<file path="src/rtl/coinc_window_pkg.sv">
// Shared types and header layout for the coincidence window builder.
// The header packs a marker, overflow flag, hit count and the event's first timestamp.
package coinc_window_pkg;

    typedef enum logic [1:0] {
        ST_IDLE    = 2'd0,
        ST_COLLECT = 2'd1,
        ST_HEADER  = 2'd2,
        ST_DRAIN   = 2'd3
    } state_t;

    localparam logic [1:0] HDR_MARKER       = 2'b10;
    localparam int         HDR_MARKER_WIDTH = 2;
    // Overflow bit sits just below the marker: DATA_WIDTH-1-2.
    localparam int         HDR_OVF_FROM_MSB = 2;
    // Count field starts at bit TS_WIDTH, directly above the t0 field.
    localparam int         HDR_CNT_WIDTH    = 8;

    function automatic logic [15:0] sat_inc(input logic [15:0] value);
        return (value == 16'hFFFF) ? value : value + 16'd1;
    endfunction

endpackage

</file>
<file path="src/rtl/coinc_hit_buffer.sv">
// Hit storage for one open event: single write port, registered read port.
// The read address is sampled every cycle so the builder can prefetch slot 0 ahead of DRAIN.
module coinc_hit_buffer
    import coinc_window_pkg::*;
#(
    parameter int DATA_WIDTH = 32,
    parameter int MAX_HITS   = 16,
    parameter int ADDR_WIDTH = 4
) (
    input  logic                  clk,
    input  logic                  wr_en,
    input  logic [ADDR_WIDTH-1:0] wr_addr,
    input  logic [DATA_WIDTH-1:0] wr_data,
    input  logic [ADDR_WIDTH-1:0] rd_addr,
    output logic [DATA_WIDTH-1:0] rd_data
);

    logic [DATA_WIDTH-1:0] mem [MAX_HITS];

    always_ff @(posedge clk) begin
        if (wr_en) begin
            mem[wr_addr] <= wr_data;
        end
        rd_data <= mem[rd_addr];
    end

endmodule

</file>
<file path="src/rtl/coinc_window_builder.sv">
// Groups time-ordered hits that fall within WINDOW ticks of an event's first hit
// and writes events meeting the multiplicity threshold as header + hits records.
module coinc_window_builder
    import coinc_window_pkg::*;
#(
    parameter int DATA_WIDTH     = 32,
    parameter int TS_WIDTH       = 16,
    parameter int WINDOW         = 8,
    parameter int MAX_HITS       = 16,
    parameter int MULT_THRESHOLD = 2,
    parameter int IDLE_TIMEOUT   = 32
) (
    input  logic                  clk,
    input  logic                  rst,
    input  logic [DATA_WIDTH-1:0] rdfifo_data_i,
    input  logic                  rdfifo_empty_i,
    output logic                  rdfifo_rden_o,
    output logic [DATA_WIDTH-1:0] wrfifo_data_o,
    output logic                  wrfifo_wren_o,
    input  logic                  wrfifo_prog_full_i,
    output logic [15:0]           event_count_o,
    output logic [15:0]           drop_count_o,
    output logic [15:0]           overflow_count_o,
    output logic [1:0]            debug_state
);

    localparam int AW = (MAX_HITS > 1) ? $clog2(MAX_HITS) : 1;
    localparam int IW = $clog2(IDLE_TIMEOUT + 1);
    localparam logic [7:0]          MAX_CNT   = 8'(MAX_HITS);
    localparam logic [7:0]          THRESHOLD = 8'(MULT_THRESHOLD);
    localparam logic [TS_WIDTH-1:0] WIN       = TS_WIDTH'(WINDOW);
    localparam logic [IW-1:0]       IDLE_LAST = IW'(IDLE_TIMEOUT - 1);

    state_t                state;
    logic                  rd_valid;
    logic [TS_WIDTH-1:0]   t0;
    logic [7:0]            cnt;
    logic                  ovf;
    logic                  pend_valid;
    logic [DATA_WIDTH-1:0] pend_word;
    logic [IW-1:0]         idle_cnt;
    logic [7:0]            drain_idx;

    logic [TS_WIDTH-1:0]   hit_ts;
    logic [TS_WIDTH-1:0]   pend_ts;
    logic [TS_WIDTH-1:0]   delta;
    logic                  in_window;
    logic                  timeout_now;
    logic                  close_now;
    logic                  keep_event;
    logic                  drain_step;
    logic                  drain_last;
    logic                  buf_wr_en;
    logic [AW-1:0]         buf_wr_addr;
    logic [AW-1:0]         buf_rd_addr;
    logic [DATA_WIDTH-1:0] buf_wr_data;
    logic [DATA_WIDTH-1:0] buf_rd_data;
    logic [DATA_WIDTH-1:0] header_word;

    assign hit_ts      = rdfifo_data_i[DATA_WIDTH-1 -: TS_WIDTH];
    assign pend_ts     = pend_word[DATA_WIDTH-1 -: TS_WIDTH];
    // Modular difference keeps events that straddle timestamp wrap together.
    assign delta       = hit_ts - t0;
    assign in_window   = delta < WIN;
    assign timeout_now = (state == ST_COLLECT) && !rd_valid && (idle_cnt == IDLE_LAST);
    assign close_now   = (state == ST_COLLECT) && ((rd_valid && !in_window) || timeout_now);
    assign keep_event  = cnt >= THRESHOLD;
    assign drain_step  = (state == ST_DRAIN) && !wrfifo_prog_full_i;
    assign drain_last  = drain_idx == (cnt - 8'd1);
    assign debug_state = state;

    // Reads stop on the closing cycle so nothing is in flight once COLLECT is left.
    assign rdfifo_rden_o = !rst && !rdfifo_empty_i && !close_now &&
                           ((state == ST_IDLE) || (state == ST_COLLECT));

    always_comb begin
        buf_wr_en   = 1'b0;
        buf_wr_addr = '0;
        buf_wr_data = rdfifo_data_i;
        if (rd_valid && (state == ST_IDLE)) begin
            buf_wr_en = 1'b1;
        end else if (rd_valid && (state == ST_COLLECT)) begin
            if (in_window) begin
                buf_wr_en   = cnt < MAX_CNT;
                buf_wr_addr = AW'(cnt);
            end else begin
                buf_wr_en = !keep_event;
            end
        end else if (drain_step && drain_last && pend_valid) begin
            buf_wr_en   = 1'b1;
            buf_wr_data = pend_word;
        end
    end

    always_comb begin
        buf_rd_addr = '0;
        if (state == ST_DRAIN) begin
            if (!drain_step) begin
                buf_rd_addr = AW'(drain_idx);
            end else if (!drain_last) begin
                buf_rd_addr = AW'(drain_idx + 8'd1);
            end
        end
    end

    always_comb begin
        header_word = '0;
        header_word[DATA_WIDTH-1 -: HDR_MARKER_WIDTH]   = HDR_MARKER;
        header_word[DATA_WIDTH-1-HDR_OVF_FROM_MSB]      = ovf;
        header_word[TS_WIDTH +: HDR_CNT_WIDTH]          = cnt;
        header_word[TS_WIDTH-1:0]                       = t0;
    end

    coinc_hit_buffer #(
        .DATA_WIDTH (DATA_WIDTH),
        .MAX_HITS   (MAX_HITS),
        .ADDR_WIDTH (AW)
    ) u_hit_buffer (
        .clk     (clk),
        .wr_en   (buf_wr_en),
        .wr_addr (buf_wr_addr),
        .wr_data (buf_wr_data),
        .rd_addr (buf_rd_addr),
        .rd_data (buf_rd_data)
    );

    always_ff @(posedge clk) begin
        if (rst) begin
            state            <= ST_IDLE;
            rd_valid         <= 1'b0;
            t0               <= '0;
            cnt              <= '0;
            ovf              <= 1'b0;
            pend_valid       <= 1'b0;
            pend_word        <= '0;
            idle_cnt         <= '0;
            drain_idx        <= '0;
            wrfifo_data_o    <= '0;
            wrfifo_wren_o    <= 1'b0;
            event_count_o    <= '0;
            drop_count_o     <= '0;
            overflow_count_o <= '0;
        end else begin
            rd_valid      <= rdfifo_rden_o && !rdfifo_empty_i;
            wrfifo_wren_o <= 1'b0;
            case (state)
                ST_IDLE: begin
                    if (rd_valid) begin
                        t0       <= hit_ts;
                        cnt      <= 8'd1;
                        ovf      <= 1'b0;
                        idle_cnt <= '0;
                        state    <= ST_COLLECT;
                    end
                end
                ST_COLLECT: begin
                    if (rd_valid) begin
                        idle_cnt <= '0;
                        if (in_window) begin
                            if (cnt < MAX_CNT) begin
                                cnt <= cnt + 8'd1;
                            end else begin
                                ovf              <= 1'b1;
                                overflow_count_o <= sat_inc(overflow_count_o);
                            end
                        end else if (keep_event) begin
                            pend_valid <= 1'b1;
                            pend_word  <= rdfifo_data_i;
                            drain_idx  <= '0;
                            state      <= ST_HEADER;
                        end else begin
                            // Dropped event: the outside hit opens the next one immediately.
                            drop_count_o <= sat_inc(drop_count_o);
                            t0           <= hit_ts;
                            cnt          <= 8'd1;
                            ovf          <= 1'b0;
                        end
                    end else if (timeout_now) begin
                        idle_cnt <= '0;
                        if (keep_event) begin
                            drain_idx <= '0;
                            state     <= ST_HEADER;
                        end else begin
                            drop_count_o <= sat_inc(drop_count_o);
                            cnt          <= '0;
                            ovf          <= 1'b0;
                            state        <= ST_IDLE;
                        end
                    end else begin
                        idle_cnt <= idle_cnt + 1'b1;
                    end
                end
                ST_HEADER: begin
                    if (!wrfifo_prog_full_i) begin
                        wrfifo_wren_o <= 1'b1;
                        wrfifo_data_o <= header_word;
                        state         <= ST_DRAIN;
                    end
                end
                ST_DRAIN: begin
                    if (drain_step) begin
                        wrfifo_wren_o <= 1'b1;
                        wrfifo_data_o <= buf_rd_data;
                        if (drain_last) begin
                            event_count_o <= sat_inc(event_count_o);
                            drain_idx     <= '0;
                            ovf           <= 1'b0;
                            if (pend_valid) begin
                                t0         <= pend_ts;
                                cnt        <= 8'd1;
                                pend_valid <= 1'b0;
                                idle_cnt   <= '0;
                                state      <= ST_COLLECT;
                            end else begin
                                cnt   <= '0;
                                state <= ST_IDLE;
                            end
                        end else begin
                            drain_idx <= drain_idx + 8'd1;
                        end
                    end
                end
                default: state <= ST_IDLE;
            endcase
        end
    end

endmodule

</file>
<file path="config.mk">
export PLATFORM = sky130hd
export DESIGN_NAME = coinc_window_builder
export DESIGN_NICKNAME = d
export VERILOG_FILES = /design/src/rtl/coinc_window_pkg.sv /design/src/rtl/coinc_hit_buffer.sv /design/src/rtl/coinc_window_builder.sv
export SDC_FILE = /design/constraint.sdc
export NUM_CORES = 1
export LEC_CHECK = 0
export ABC_AREA = 1
export CORE_MARGIN = 8
export CORE_UTILIZATION = 35
export CTS_CLUSTER_DIAMETER = 50
export DETAILED_ROUTE_END_ITERATION = 10
export GPL_TIMING_DRIVEN = 0
export MAX_ROUTING_LAYER = met4
export RECOVER_POWER = 25
export SYNTH_ARGS = -nofsm -noshare
export SYNTH_HDL_FRONTEND = slang
export SYNTH_HIERARCHICAL = 1
export SYNTH_SLANG_ARGS = --single-unit
</file>
<file path="constraint.sdc">
create_clock -name clk -period 4.1 [get_ports clk]
set_input_delay 0.615 -clock clk [delete_from_list [all_inputs] [get_ports clk]]
set_output_delay 0.615 -clock clk [all_outputs]
set_load 0.005 [all_outputs]
</file>
==> qor.txt, run 1 <==
Synth Area per Inst: 9.005 um2
initial antenna violation count: 1
Worst Setup End Kind: flip-flop
status: complete, no violations
# H-tree levels: 3
synth cell count leaders: nand2_1 (1,057), inv_1 (569), edfxtp_1 (512), nand3_1 (454), dfxtp_1 (188)
slowest stage cell on the critical path: clkbuf_1
crit path kind: reg2reg
CTS Buffer Depth: 3
RSZ-0062 raised after global routing: false
vias in the first global route: 24,068
WP depth: 17
worst hold path type: reg2reg
FF-to-FF setup slack: 0.17 ns
number of vias per cell: 5.011
clock sink count: 700
Pleak: 16.18 nW
critical path, cell by cell: inv_1 -> ha_1 -> nand2_1 -> nor2_1 -> nand2_1 -> or2_0 -> nand3_1 -> nor2_1 -> nand3_2 -> nand3_1 -> o21ai_0 -> buf_4 -> clkbuf_1 -> nand3_1 -> nand3_1 -> nand3_1 -> nand2_1
final worst path period share: 95.93%
Synth Instances: 3,585
cell repeated most along the worst path: nand3_1
Clock transition at path regs: 0.06 ns
Clock Tree Root: clkbuf_16
Crit path max-delay family: simple AND/OR/NAND/NOR gates
initial core utilization: 35.27%
endpoints failing setup: 0
fin. max-slew vios: 0
first-pass GRT wire length: 149.9 mm
area growth from synthesis to layout: 20.55%
area share of the largest cell type after synthesis: 47.62%
number of synthesized flops with an enable pin: 512
GPL Wtd Cong: 0.8897
warnings from Yosys: 6
Port Buffers: 118
Worst R2R Path Depth: 17
Multi-input gate area: 10,290 um2
Final Cell Area: 38,920 um2
I/O pin cnt: 120
largest fanout on the critical path: 10
CP required: 4.68 ns
largest cells by area after synthesis: edfxtp_1 (48%), nand2_1 (12%), dfxtp_1 (12%), nand3_1 (7.0%), inv_1 (6.6%)
P per Cell Area: 466.6 nW/um2
WP buf/inv: 3
Core Footprint: 91,520 um2
layout cell share with drive strength beyond 1: 10.39%
Synth async-reset ratio: 0%
min cycle time layout: 3.933 ns
Total GRT Usage: 19.76%
drt wl/cell: 19.91 um
HP Start: pend_word[12]
Synth area leader: edfxtp_1
Hold EP: pend_word[12]
worst slack, placed: -1.295 ns
prevailing post-synth register cell: edfxtp_1
Syn Nets: 3,647
# DRC: 0
Arr. time, crit path: 4.51 ns
FMAX: 254.3 MHz
synthesized area: 32,280 um2
Slew @ Worst Pin: 1.079 ns
worst reg2reg endpoint: u_hit_buffer/rd_data[15]
Iter 0 DRT Violations: 2,998
hold depth: 2
post-DP HPWL: 71.62 mm
Worst path max stage delay: 0.73 ns
Num CTS Buffers: 80
Detail Route Antenna Nets: 0
total of hold buffers inserted after clock tree synthesis: 0
placed cell count: 4,932
Die H: 319.7 um
largest net degree at the start of global routing: 23
fill count: 8,711
slew margin rel.: 27.58%
RR Startpoint: cnt[0]
global route total overflow: 0
count of different cell masters after synthesis: 51
Max Cap Violations: 0
CTS tree: done
sequential fraction of the synthesis area: 59.28%
peak supply drop: 0.4519 mV
fin cells: 5,104
Routed WL: 101.6 mm
Std-Cell Rows: 111
Sequential Area: 19,140 um2
Post-Place Cell Area: 35,740 um2
layout net count: 3,916
worst skew pair latency: 0.65 ns
Startpoint Class: flip-flop
Die X-Extent: 319.7 um
Seq cells post-synth: 700
die area: 102,200 um2
clock skew: 0.03789 ns
Hold Vio Cnt, Final: 0
TritonRoute pass-1 iters: 7
via count: 25,577
Ant. Diodes: 0
fin worst setup slack: 0.1670 ns
most common cell in the synthesized netlist: nand2_1
==> cell type report <==
type | count | area share [%]
Inverter | 581 | 5.616
Timing Repair Buffer | 185 | 5.488
Tap cell | 1186 | 3.813
Sequential cell | 700 | 49.18
Clock inverter | 42 | 1.128
Buffer | 164 | 2.530
Clock buffer | 104 | 5.803
Multi-Input combinational cell | 2142 | 26.45
==> per-stage QoR <==
stage            TNS (ns)  util (%)  total power [W]  hold WS [ns]
6_report                0     42.52          0.01816        0.4493
5_1_grt                 0     42.52          0.01888        0.4614
4_1_cts        -0.0007043     42.54          0.01831        0.4526
3_5_place_dp      -583.92     39.05          0.01100        0.4434
3_3_place_gp     -2104.20     38.19          0.01093        0.4351
2_1_floorplan     -102.85         -          0.01006        0.4245
==> worst min-delay path: stages, from the launching register on <==
cell and delay (ns):
dfxtp_1 0.29, inv_1 0.05, a21oi_1 0.05
==> placed cells by master, fill, tap and decap left out, types with 14 or more instances in the layout <==
| master | n |
|---|---|
| dlygate4sd3_1 | 83 |
| ha_1 | 14 |
| nor2_1 | 92 |
| buf_2 | 47 |
| nand2_1 | 1064 |
| a31oi_1 | 27 |
| buf_4 | 25 |
| clkinv_2 | 17 |
| a21oi_1 | 107 |
| nor2_4 | 20 |
| clkbuf_2 | 19 |
| buf_12 | 28 |
| xnor2_1 | 15 |
| nand2_2 | 30 |
| inv_1 | 570 |
| clkbuf_16 | 85 |
| clkdlybuf4s50_1 | 25 |
| nand4_1 | 50 |
| buf_6 | 34 |
| o21ai_0 | 106 |
| nor3_1 | 32 |
| nand3_1 | 458 |
| xor2_1 | 27 |
| edfxtp_1 | 512 |
| dfxtp_1 | 187 |
| clkbuf_1 | 72 |
==> flip-flops by register name, summed over array words and instances, names as in the netlist, named ones only <==
name and count:
cnt 8, debug_state 1, drain_idx 8, drop_count_o 16, event_count_o 16, idle_cnt 6
overflow_count_o 16, ovf 1, pend_valid 1, pend_word 32, rd_valid 1, t0 16
u_hit_buffer/mem 512, u_hit_buffer/rd_data 32, wrfifo_data_o 32, wrfifo_wren_o 1
==> power by group <==
| group | internal [W] | leakage [nW] | switching [W] | total (W) |
|---|---|---|---|---|
| combinational | 0.000973 | 8.71 | 0.00186 | 0.00283 |
| sequential | 0.00790 | 6.14 | 0.000189 | 0.00808 |
| clock | 0.00430 | 1.33 | 0.00295 | 0.00724 |
| total | 0.0132 | 16.2 | 0.00500 | 0.0182 |
==> layer usage <==
layer  routed length, um  vias up  GRT usage, %
li1                    -    12181             -
met1               42760    12110         25.67
met2               45660     1083         30.77
met3                9352      203         4.275
met4                3835        0         6.353
met5                   0        -             -
==> timing repair <==
item	CTS	global route
resized for setup	40	36
pin swaps	14	3
endpoints found under the setup margin	656	554
buffers inserted	19	5
gates cloned	1	1
endpoints found under the hold margin	0	0
==> logic make-up (layout without fill, tap and decap cells) <==
group	after synthesis	count (layout)	synth area share, %
AOI/OAI and AO/OA	284	284	4.802
xor gates and xnor gates	42	42	1.139
adders and majority gates	26	26	1.008
buffers and inverters	745	1076	9.778
DFF	700	700	59.28
and+or+nand+nor	1788	1790	23.99
==> worst max path at each step <==
stage,endpoint,slack (ns),startpoint
6_report,u_hit_buffer/rd_data[15],0.17,cnt[0]
5_1_grt,rdfifo_rden_o,0.02,t0[2]
4_1_cts,u_hit_buffer/mem[11][0],-0.0007,rdfifo_data_i[24]
3_5_place_dp,u_hit_buffer/mem[5][7],-1.29,rdfifo_data_i[20]
3_3_place_gp,u_hit_buffer/mem[5][7],-3.43,rdfifo_data_i[21]
2_1_floorplan,u_hit_buffer/mem[12][0],-0.24,rdfifo_data_i[22]
(Power assumes the default switching activity.)
==> run 2, diff against run 1 <==
--- a/config.mk
+++ b/config.mk
@@ -6,7 +6,6 @@
 export NUM_CORES = 1
 export LEC_CHECK = 0
 export ABC_AREA = 1
-export CORE_MARGIN = 8
 export CORE_UTILIZATION = 35
 export CTS_CLUSTER_DIAMETER = 50
 export DETAILED_ROUTE_END_ITERATION = 10
==> qor.txt, run 2 (synthesis gave the netlist of run 1 again) <==
status: complete, no violations
post-DP HPWL: 69.66 mm
FMAX: 255.3 MHz
clock skew: 0.03034 ns
worst reg2reg endpoint: u_hit_buffer/rd_data[19]
first-pass GRT wire length: 146.6 mm
Iter 0 DRT Violations: 3,001
Port Buffers: 118
min cycle time layout: 3.916 ns
via count: 25,510
initial antenna violation count: 1
I/O pin cnt: 120
GPL Wtd Cong: 0.9319
Final Power: 0.01824 W
CP required: 4.61 ns
Die X-Extent: 305.7 um
largest fanout on the critical path: 10
Hold EP: wrfifo_data_o[30]
fin worst setup slack: 0.1837 ns
worst slack, placed: -1.282 ns
Ant. Diodes: 0
crit path kind: reg2reg
drt wl/cell: 19.19 um
Core Footprint: 91,520 um2
die area: 93,460 um2
endpoints failing setup: 0
P per Cell Area: 468.4 nW/um2
HP Start: u_hit_buffer/rd_data[30]
Worst R2R Path Depth: 17
Hold Vio Cnt, Final: 0
number of vias per cell: 4.986
Startpoint Class: flip-flop
clock sink count: 700
fin. max-slew vios: 0
worst skew pair latency: 0.64 ns
Worst Setup End Kind: flip-flop
CTS tree: done
Num CTS Buffers: 82
Max Cap Violations: 0
Clock transition at path regs: 0.06 ns
Std-Cell Rows: 111
slew margin rel.: 14.31%
hold slack: 0.4493 ns
RR Startpoint: cnt[0]
global route total overflow: 0
final worst path period share: 95.52%
Arr. time, crit path: 4.43 ns
vias in the first global route: 23,949
total of hold buffers inserted after clock tree synthesis: 0
Slew @ Worst Pin: 1.277 ns
Largest register FFs: 512
final core occ: 42.55%
TritonRoute pass-1 iters: 8
FF-to-FF setup slack: 0.18 ns
# H-tree levels: 3
RSZ-0062 raised after global routing: true
worst hold path type: reg2reg
Pleak: 16.22 nW
most frequent cells in the layout: nand2_1 (1,067), inv_1 (569), edfxtp_1 (512), nand3_1 (456), dfxtp_1 (188)
area growth from synthesis to layout: 20.62%
layout net count: 3,923
Clock Tree Root: clkbuf_16
hold depth: 2
Die H: 305.7 um
Routed WL: 98.17 mm
peak supply drop: 0.2738 mV
Largest Register: u_hit_buffer/mem
CTS Buffer Depth: 3
Detail Route Antenna Nets: 0
most common cell after layout, fill and taps aside: nand2_1
# DRC: 0
Total GRT Usage: 21.39%
initial core utilization: 35.27%
largest net degree at the start of global routing: 25
layout cell share with drive strength beyond 1: 10.51%
[run 2: cell type report]
class                      instances  area [um2]
clock buffer                     102        2197
timing repair buffer             192        2206
sequential                       700       19140
buffer                           163       980.9
fill                            8712       52580
tap                             1186        1484
inverter                         581        2186
multi-input combinational       2141       10230
clock inverter                    51       518.0
[run 2: how the worst max path moves through the flow]
| stage | startpoint | endpoint | cells after the start |
|---|---|---|---|
| floorplan | rdfifo_data_i[22] | u_hit_buffer/mem[12][0] | 18 |
| global placement | rdfifo_data_i[28] | u_hit_buffer/mem[2][12] | 17 |
| detailed placement | rdfifo_data_i[28] | u_hit_buffer/mem[15][11] | 18 |
| CTS | rdfifo_data_i[25] | rdfifo_rden_o | 17 |
| global route | cnt[0] | u_hit_buffer/rd_data[19] | 17 |
| finish | cnt[0] | u_hit_buffer/rd_data[19] | 17 |
[run 2: report_power, final]
part / switching, W / internal, W / total, W
clock: 0.00309 / 0.00420 / 0.00728
sequential: 0.000187 / 0.00789 / 0.00808
combinational: 0.00190 / 0.000976 / 0.00288
total: 0.00517 / 0.0131 / 0.0182
[run 2: per-layer routing]
layer	GRT usage, %	vias to the layer above	part of all wire (%)
li1	-	12206	-
met1	27.48	12169	42
met2	34.12	968	47
met3	3.952	167	7.7
met4	6.766	0	3.1
met5	-	-	0
[run 2: critical path, cell delays in order, from the launching register on]
cell	delay (ns)
dfxtp_1	0.37
inv_1	0.25
ha_1	0.21
nand2_1	0.09
nor2_1	0.18
nand2_1	0.09
or2_0	0.20
nand3_1	0.09
nor2_1	0.05
nand3_2	0.18
nand3_1	0.09
o21ai_0	0.33
buf_4	0.36
buf_1	0.70
nand2_1	0.11
nand3_1	0.09
nand3_1	0.11
nand2_1	0.28
[run 2: stage by stage]
stage | instance area, um2 | setup TNS (ns) | std cells
finish | 38940 | 0 | 5116
global route | 38940 | -0.02371 | 5116
floorplan | 32290 | -102.85 | 3585
global placement | 34950 | -2034.15 | 4889
CTS | 38990 | -0.3473 | 5114
detailed placement | 35720 | -568.03 | 4936
[run 2: timing repair]
| item | in CTS | in global routing |
|---|---|---|
| hold endpoints to repair | 0 | 0 |
| setup buffers | 24 | 3 |
| gates cloned | 1 | 0 |
| endpoints found under the setup margin | 547 | 545 |
| resized for setup | 34 | 34 |
| pin swaps | 13 | 2 |
